===== src/rtl/rotor_pkg.sv =====
// Shared types and constants for the rotary encoder front end.
//   rot_state_e   : quadrature decoder states (rest plus three steps per direction)
//   ROT_DIR_CW    : rot_dir value for a clockwise step
//   ROT_DIR_CCW   : rot_dir value for a counter-clockwise step
//   ROT_REST_CODE : filtered {A,B} code at a detent
package rotor_pkg;

  typedef enum logic [2:0] {
    StRest,
    StCw1,
    StCw2,
    StCw3,
    StCcw1,
    StCcw2,
    StCcw3
  } rot_state_e;

  localparam logic       ROT_DIR_CW    = 1'b1;
  localparam logic       ROT_DIR_CCW   = 1'b0;
  localparam logic [1:0] ROT_REST_CODE = 2'b00;

endpackage


===== src/rtl/rotor_debounce.sv =====
// Two-flop synchroniser followed by a stability filter for one raw input line.
//   clk_i  : clock
//   rst_i  : synchronous active-high reset
//   raw_i  : asynchronous raw line
//   filt_o : filtered level; follows raw_i after DEBOUNCE_CYCLES stable cycles
module rotor_debounce #(
  parameter int unsigned DEBOUNCE_CYCLES = 5000
) (
  input  logic clk_i,
  input  logic rst_i,
  input  logic raw_i,
  output logic filt_o
);

  localparam logic [15:0] Limit = 16'(DEBOUNCE_CYCLES);

  logic        sync1_q, sync2_q;
  logic        filt_d, filt_q;
  logic [15:0] cnt_d, cnt_q;
  logic [15:0] cnt_inc;

  // Counter never exceeds Limit-1 (<= 65534), so the increment cannot wrap.
  assign cnt_inc = cnt_q + 16'd1;

  always_comb begin
    filt_d = filt_q;
    cnt_d  = '0;
    if (sync2_q != filt_q) begin
      if (cnt_inc == Limit) begin
        filt_d = sync2_q;
      end else begin
        cnt_d = cnt_inc;
      end
    end
  end

  always_ff @(posedge clk_i) begin
    if (rst_i) begin
      sync1_q <= 1'b0;
      sync2_q <= 1'b0;
      filt_q  <= 1'b0;
      cnt_q   <= '0;
    end else begin
      sync1_q <= raw_i;
      sync2_q <= sync1_q;
      filt_q  <= filt_d;
      cnt_q   <= cnt_d;
    end
  end

  assign filt_o = filt_q;

endmodule


===== src/rtl/rotor_decoder.sv =====
// Rotary encoder front end: debounces A, B and CENTER, decodes full quadrature
// detent cycles into one-cycle step pulses with direction, and emits a press pulse.
// Optional macro ROTOR_POSITION_EN builds an 8-bit detent position counter.
//   CLK50MHZ   : clock
//   RST        : synchronous active-high reset
//   ROT_A/B    : raw quadrature channels
//   ROT_CENTER : raw push switch, 1 = pressed
//   rot_step   : one-cycle pulse per completed detent
//   rot_dir    : direction of last step (1 = clockwise), held between steps
//   rot_press  : one-cycle pulse on debounced press
//   rot_pos    : detent position (0 without ROTOR_POSITION_EN)
module rotor_decoder
  import rotor_pkg::*;
#(
  parameter int unsigned DEBOUNCE_CYCLES = 5000
) (
  input  logic       CLK50MHZ,
  input  logic       RST,
  input  logic       ROT_A,
  input  logic       ROT_B,
  input  logic       ROT_CENTER,
  output logic       rot_step,
  output logic       rot_dir,
  output logic       rot_press,
  output logic [7:0] rot_pos
);

  logic a_f, b_f, cen_f;
  logic [1:0] ab;

  rotor_debounce #(.DEBOUNCE_CYCLES(DEBOUNCE_CYCLES)) u_deb_a (
    .clk_i (CLK50MHZ),
    .rst_i (RST),
    .raw_i (ROT_A),
    .filt_o(a_f)
  );

  rotor_debounce #(.DEBOUNCE_CYCLES(DEBOUNCE_CYCLES)) u_deb_b (
    .clk_i (CLK50MHZ),
    .rst_i (RST),
    .raw_i (ROT_B),
    .filt_o(b_f)
  );

  rotor_debounce #(.DEBOUNCE_CYCLES(DEBOUNCE_CYCLES)) u_deb_center (
    .clk_i (CLK50MHZ),
    .rst_i (RST),
    .raw_i (ROT_CENTER),
    .filt_o(cen_f)
  );

  assign ab = {a_f, b_f};

  rot_state_e state_d, state_q;
  logic       step_d, step_q;
  logic       dir_d, dir_q;
  logic       press_d, press_q;
  logic       cen_prev_q;

  // Codes not listed for a state (double-bit jumps) hold the state silently.
  always_comb begin
    state_d = state_q;
    step_d  = 1'b0;
    dir_d   = dir_q;
    unique case (state_q)
      StRest: begin
        if (ab == 2'b10)      state_d = StCw1;
        else if (ab == 2'b01) state_d = StCcw1;
      end
      StCw1: begin
        if (ab == 2'b11)                state_d = StCw2;
        else if (ab == ROT_REST_CODE)   state_d = StRest;
      end
      StCw2: begin
        if (ab == 2'b01)      state_d = StCw3;
        else if (ab == 2'b10) state_d = StCw1;
      end
      StCw3: begin
        if (ab == ROT_REST_CODE) begin
          state_d = StRest;
          step_d  = 1'b1;
          dir_d   = ROT_DIR_CW;
        end else if (ab == 2'b11) begin
          state_d = StCw2;
        end
      end
      StCcw1: begin
        if (ab == 2'b11)                state_d = StCcw2;
        else if (ab == ROT_REST_CODE)   state_d = StRest;
      end
      StCcw2: begin
        if (ab == 2'b10)      state_d = StCcw3;
        else if (ab == 2'b01) state_d = StCcw1;
      end
      StCcw3: begin
        if (ab == ROT_REST_CODE) begin
          state_d = StRest;
          step_d  = 1'b1;
          dir_d   = ROT_DIR_CCW;
        end else if (ab == 2'b11) begin
          state_d = StCcw2;
        end
      end
      default: state_d = StRest;
    endcase
  end

  assign press_d = cen_f & ~cen_prev_q;

  always_ff @(posedge CLK50MHZ) begin
    if (RST) begin
      state_q    <= StRest;
      step_q     <= 1'b0;
      dir_q      <= 1'b0;
      press_q    <= 1'b0;
      cen_prev_q <= 1'b0;
    end else begin
      state_q    <= state_d;
      step_q     <= step_d;
      dir_q      <= dir_d;
      press_q    <= press_d;
      cen_prev_q <= cen_f;
    end
  end

  assign rot_step  = step_q;
  assign rot_dir   = dir_q;
  assign rot_press = press_q;

`ifdef ROTOR_POSITION_EN
  logic [7:0] pos_d, pos_q;

  // A press in the same cycle as a step takes priority and clears the count.
  always_comb begin
    pos_d = pos_q;
    if (press_d) begin
      pos_d = '0;
    end else if (step_d) begin
      pos_d = (dir_d == ROT_DIR_CW) ? pos_q + 8'd1 : pos_q - 8'd1;
    end
  end

  always_ff @(posedge CLK50MHZ) begin
    if (RST) begin
      pos_q <= '0;
    end else begin
      pos_q <= pos_d;
    end
  end

  assign rot_pos = pos_q;
`else
  assign rot_pos = 8'd0;
`endif

endmodule


===== config.mk =====
export PLATFORM = sky130hd
export DESIGN_NAME = rotor_decoder
export DESIGN_NICKNAME = d
export VERILOG_FILES = /design/src/rtl/rotor_pkg.sv /design/src/rtl/rotor_debounce.sv /design/src/rtl/rotor_decoder.sv
export SDC_FILE = /design/constraint.sdc
export NUM_CORES = 1
export LEC_CHECK = 0
export ABC_AREA = 1
export CAP_MARGIN = 30
export CELL_PAD_IN_SITES_DETAIL_PLACEMENT = 1
export CELL_PAD_IN_SITES_GLOBAL_PLACEMENT = 1
export CORE_UTILIZATION = 45
export CTS_BUF_LIST = sky130_fd_sc_hd__clkbuf_4 sky130_fd_sc_hd__clkbuf_8 sky130_fd_sc_hd__clkbuf_16
export DETAILED_ROUTE_END_ITERATION = 10
export DONT_BUFFER_PORTS = 1
export PLACE_DENSITY_LB_ADDON = 0.3
export SYNTH_ARGS = -nofsm -noshare
export SYNTH_HDL_FRONTEND = slang
export SYNTH_SLANG_ARGS = --single-unit
export TNS_END_PERCENT = 50

===== constraint.sdc =====
create_clock -name CLK50MHZ -period 2.3 [get_ports CLK50MHZ]
set_input_delay 0.575 -clock CLK50MHZ [delete_from_list [all_inputs] [get_ports CLK50MHZ]]
set_output_delay 0.575 -clock CLK50MHZ [all_outputs]
set_load 0.02 [all_outputs]

; ---- Yosys cells after proc, flatten, opt, wreduce, memory -nomap -nowiden
; Cells that the tools add are included.
[op_classes]
addsub = 3
n_eq_ne = 20
mux = 17
n_bitwise = 6
reduce_logical = 13
[ops]
columns = cell, n
row1 = 16-bit by 1-bit adder with 16-bit output (second input constant), 3
row2 = 16-bit by 13-bit == test with 1-bit output (second input constant), 3
row3 = 3-bit 2-to-1 mux, 12
row4 = 3-bit case mux with 7 select lines, 1
row5 = 3-bit == test (second input constant), 3
row6 = 3-bit inequality test (second input constant), 3
row7 = 3-bit OR reduction, 3
row8 = 3-bit by 2-bit == test with 1-bit output (second input constant), 2
row9 = 2-bit AND reduction, 3
row10 = 3-bit AND reduction, 2
row11 = 1-bit inverter, 5
row12 = 2-bit == test (second input constant), 2
row13 = 2-bit inequality test (second input constant), 2
row14 = 2-bit OR reduction, 2
row15 = 3-bit by 1-bit == test with 1-bit output (second input constant), 1
row16 = 3-bit logical NOT, 1
row17 = 1-bit 2-to-1 mux, 3
row18 = 1-bit inequality test, 3
row19 = 2-bit by 1-bit == test with 1-bit output (second input constant), 1
row20 = 2-bit logical NOT, 1
row21 = 1-bit case mux with 2 select lines, 1
row22 = 2-bit nonzero test, 1
row23 = 1-bit bitwise AND, 1
[totals]
regBits = 64

; ---- Logic depth before layout (Yosys ltp)
[logic_depth]
word_depth = 4
mapped_depth = 14
ltp_nobuf = 13

; ---- Cells and area by module
; A second synthesis with hierarchy kept.
[hier_totals]
cells_unflattened = 577
hier_area_um2 = 3762.4
[modules_own_cells]
columns = mod, instances, cells_each, area_per_inst_um2, seq_area_each_um2
row1 = rotor_debounce, 3, 164, 1058.5, 380.4
row2 = rotor_decoder, 1, 85, 586.8, 140.1

; ---- Least setup slack after synthesis
; Ideal clock, no wire load.
[synth_timing]
path_type = register to register
start = register u_deb_b.cnt_q[0]
end = register u_deb_b.cnt_q[2]
setup_time_ns = 0.116
arrival_time_ns = 1.674
t_required_ns = 2.184
path_slack_ns = 0.511
stages_incl_launch_ff = 12
n_path_buf = 1
cell_sequence = dfxtp_1 ha_1 nand3_1 nor2_1 nand3_1 nand2_1 nand2_1 nor2_1 nand3_2 o21ai_4 buf_6 nor2_1
[synth_via]
elab_chain_cells = 3
[synth_lines]
columns = element, line_no
row1 = start: declaration, rotor_debounce.sv:19  ; logic [15:0] cnt_d, cnt_q;
row2 = start signal: assignment, rotor_debounce.sv:47  ; cnt_q <= cnt_d;
row3 = 16-bit by 1-bit adder with 16-bit output *, rotor_debounce.sv:23  ; assign cnt_inc = cnt_q + 16'd1;
row4 = 16-bit by 13-bit == test with 1-bit output, rotor_debounce.sv:29  ; if (cnt_inc == Limit) begin
row5 = 3-bit OR reduction (no source line), --
; Every way passes the cells marked *; elsewhere a longest branch is shown, timed or not.
; A chain may end at the register's enable or synchronous reset.

; ---- Final worst setup path
[layout_timing]
start = register u_deb_a.cnt_q[0]
end = register u_deb_a.cnt_q[1]
[layout_via]
elab_chain_cells = 3
[layout_lines]
columns = element, line_no
row1 = start: declaration, rotor_debounce.sv:19
row2 = start signal: assignment, rotor_debounce.sv:47
row3 = 16-bit by 1-bit adder with 16-bit output *, rotor_debounce.sv:23
row4 = 16-bit by 13-bit == test with 1-bit output, rotor_debounce.sv:29
row5 = 3-bit OR reduction (no source line), --
; Marks and branches as above.

==> out/metrics.csv <==
metric,value,unit
status,"complete, no violations",
HP Class,in -> reg,
Root Driver,clkbuf_8,
crit path buf inv count,0,
gr usage total,22.55,%
final worst slack,0.2413,ns
diodes inserted,0,
Crit. End Element,register,
critical path class,reg -> reg,
Tmin final,2.059,ns
CTS Sinks,64,
slew margin rel.,66.52,%
Initial Utilization,46.78,%
"Avg Cell Area, Syn",6.615,um^2
detailed placer's ending HPWL,6092,um
max cap viols,0,
YS warnings,0,
Setup TNS,0,ns
IO Port Bufs,0,
max incr delay on CP,0.38,ns
VDD IR-drop max,369.0,uV
Final Util,50.63,%
die height,88.84,um
CP top delay family,simple AND/OR/NAND/NOR gates,
routed len/inst,13.02,um
number of core rows,31,
Max Clock Freq,0.4857,GHz
Via density,5.040,
grt total ovfl,0,
Via Count,3140,
layout cell share with drive strength beyond 1,7.061,%
Yosys cell types,31,
number of enable flip-flop cells after synthesis,0,
initial antenna violation count,0,
Post-synth ARST share,0,%
grt met1 use,27.69,%
CP Max Fanout,16,
final instance area,3672,um^2
TritonCTS buffer count,9,
sequential share of the synthesized area,37.76,%
Int Power,1625,uW
reg2reg start,u_deb_a.cnt_q[0]$_SDFF_PP0_,
crit-path cells,ha_1 > nand3_1 > nor2_2 > nand2_1 > nand2_1 > nand2_1 > nor2_1 > nand2_1 > nor2_2 > nand2_1 > nand2_4 > nor2_1,
CP Launch Point,u_deb_a.cnt_q[0]$_SDFF_PP0_,
Final ANT Viol Nets,0,
deepest clock path buffer count,2,
"commonest non-fill, non-tap cells in the layout","131 x nand2_1, 103 x nor2_1, 72 x inv_1",
routed wire length,8114,um
Area growth syn-to-layout,8.223,%
PwrDens,568.5,nW/um^2
Nets,531,
Post-Syn Instances,513,
WP data required,2.53,ns
# DRC,0,
clock network power share,44.8,%
die area,7892,um^2
clock slew at reported path FFs,0.07,ns
"FF+latch count, synth",64,
critical path's slowest cell,dfxtp_1,
io pins,16,
post-placement cell area,3442,um^2
Comb power frac,1.7,%
hold_sp,RST,
final setup fails,0,
final worst-path cycle share,89.51,%
CP dominant cell by count,nand2_1,
Core Region,7253,um^2
Sw Ratio,22.16,%
met2 usage,39.79,%
max-slew violations,0,
ys flop type,dfxtp_1,
CP Launch Type,register,
vias in the first global route,3127,
GRT Max-Usage Layer,met2,
clk_lat worst skew,0.34,ns
clk_skew,0.008186,ns
leakage power,0.001292,uW
CTS tree,yes,
Final Total Pwr,2088,uW
First-pass DRT Iterations,4,
WP data arrival,2.29,ns
Die Wd,88.84,um
Post-CTS Hold Buffers,0,
RD Place Congestion,0.8505,
first-pass GRT wire length,13690,um
"commonest non-fill, non-tap cell in the layout",nand2_1,
# H-tree levels,3,
synthesized cell area,3393,um^2
First DRT Iteration DRCs,106,
GRT met3 Usage,3.265,%
pre-CTS setup slack,0.1091,ns
final hold violations,0,
sequential power share,53.5,%
RSZ-0062 raised after global routing,false,
net switching power,462.6,uW
Worst-Margin Slew,0.5022,ns
largest net degree at the start of global routing,18,
==> registers in the layout, summed over array words and instances (netlist names), 3 cells and up <==
register and cells:
state_q 3, u_deb_a.cnt_q 16, u_deb_b.cnt_q 16, u_deb_center.cnt_q 16
==> final cells by class <==
type / instances / area [um^2]
flip-flops and latches: 64 / 1281
well taps: 99 / 123.9
clock inverters: 2 / 12.51
clock buffers: 14 / 180.2
repair buffers: 1 / 20.02
fillers: 994 / 3581
inverters: 72 / 270.3
multi-input cells: 371 / 1784
==> final timing paths <==
path / endpoint / slack (ns) / cells after the start
hold / removal: rot_press$_SDFF_PP0_ / 0.30 / 1
setup / recovery: u_deb_a.cnt_q[1]$_SDFF_PP0_ / 0.24 / 12
setup reg to reg: u_deb_a.cnt_q[1]$_SDFF_PP0_ / 0.24 / 12
hold reg to reg: rot_press$_SDFF_PP0_ / 0.38 / 1
==> power groups by stage <==
stage	clock network (uW)	registers, uW	logic, uW
3_5_place_dp	0	1140	32.1
2_1_floorplan	0	1140	43.7
3_3_place_gp	0	1140	31.1
4_1_cts	951	1120	32.2
6_report	935	1120	34.9
5_1_grt	1010	1120	38.8
==> cells by family after synthesis <==
family                     after synthesis  synth area share [%]
buffers and inverters                   85                 10.95
DFF                                     64                 37.76
AOI/OAI and AO/OA                       26                 4.941
and+or+nand+nor                        316                 40.04
other                                    1                0.1105
adders and majority gates                7                 2.581
xor gates and xnor gates                14                 3.614
==> per-layer routing <==
layer | up-vias | wire length, um
met4 | 0 | 110
met3 | 14 | 194
met2 | 40 | 4105
li1 | 1595 | -
met1 | 1491 | 3704
met5 | - | 0
==> through the flow <==
step	instances	hold slack (ns)
final	623	0.3049
after global routing	623	0.2908
after CTS	622	0.2941
after detailed placement	606	0.3794
after global placement	606	0.3788
after floorplan	520	0.3732
==> cells in the mapped netlist (all sizes together), types with 7 or more instances <==
| library cell | number | area (um^2) |
|---|---|---|
| a21oi | 10 | 50.05 |
| buf | 11 | 93.84 |
| nand4 | 15 | 93.84 |
| ha | 7 | 87.58 |
| nand3 | 38 | 200.2 |
| xor2 | 7 | 61.31 |
| nand2 | 135 | 516.7 |
| dfxtp | 64 | 1281 |
| xnor2 | 7 | 61.31 |
| inv | 72 | 270.3 |
| nor2 | 113 | 451.7 |
==> repair_timing <==
item / CTS / global route
endpoints found under the setup margin: 0 / 44
buffers inserted: 0 / 1
resized for setup: 0 / 5
Power figures use the tool's default switching activity.
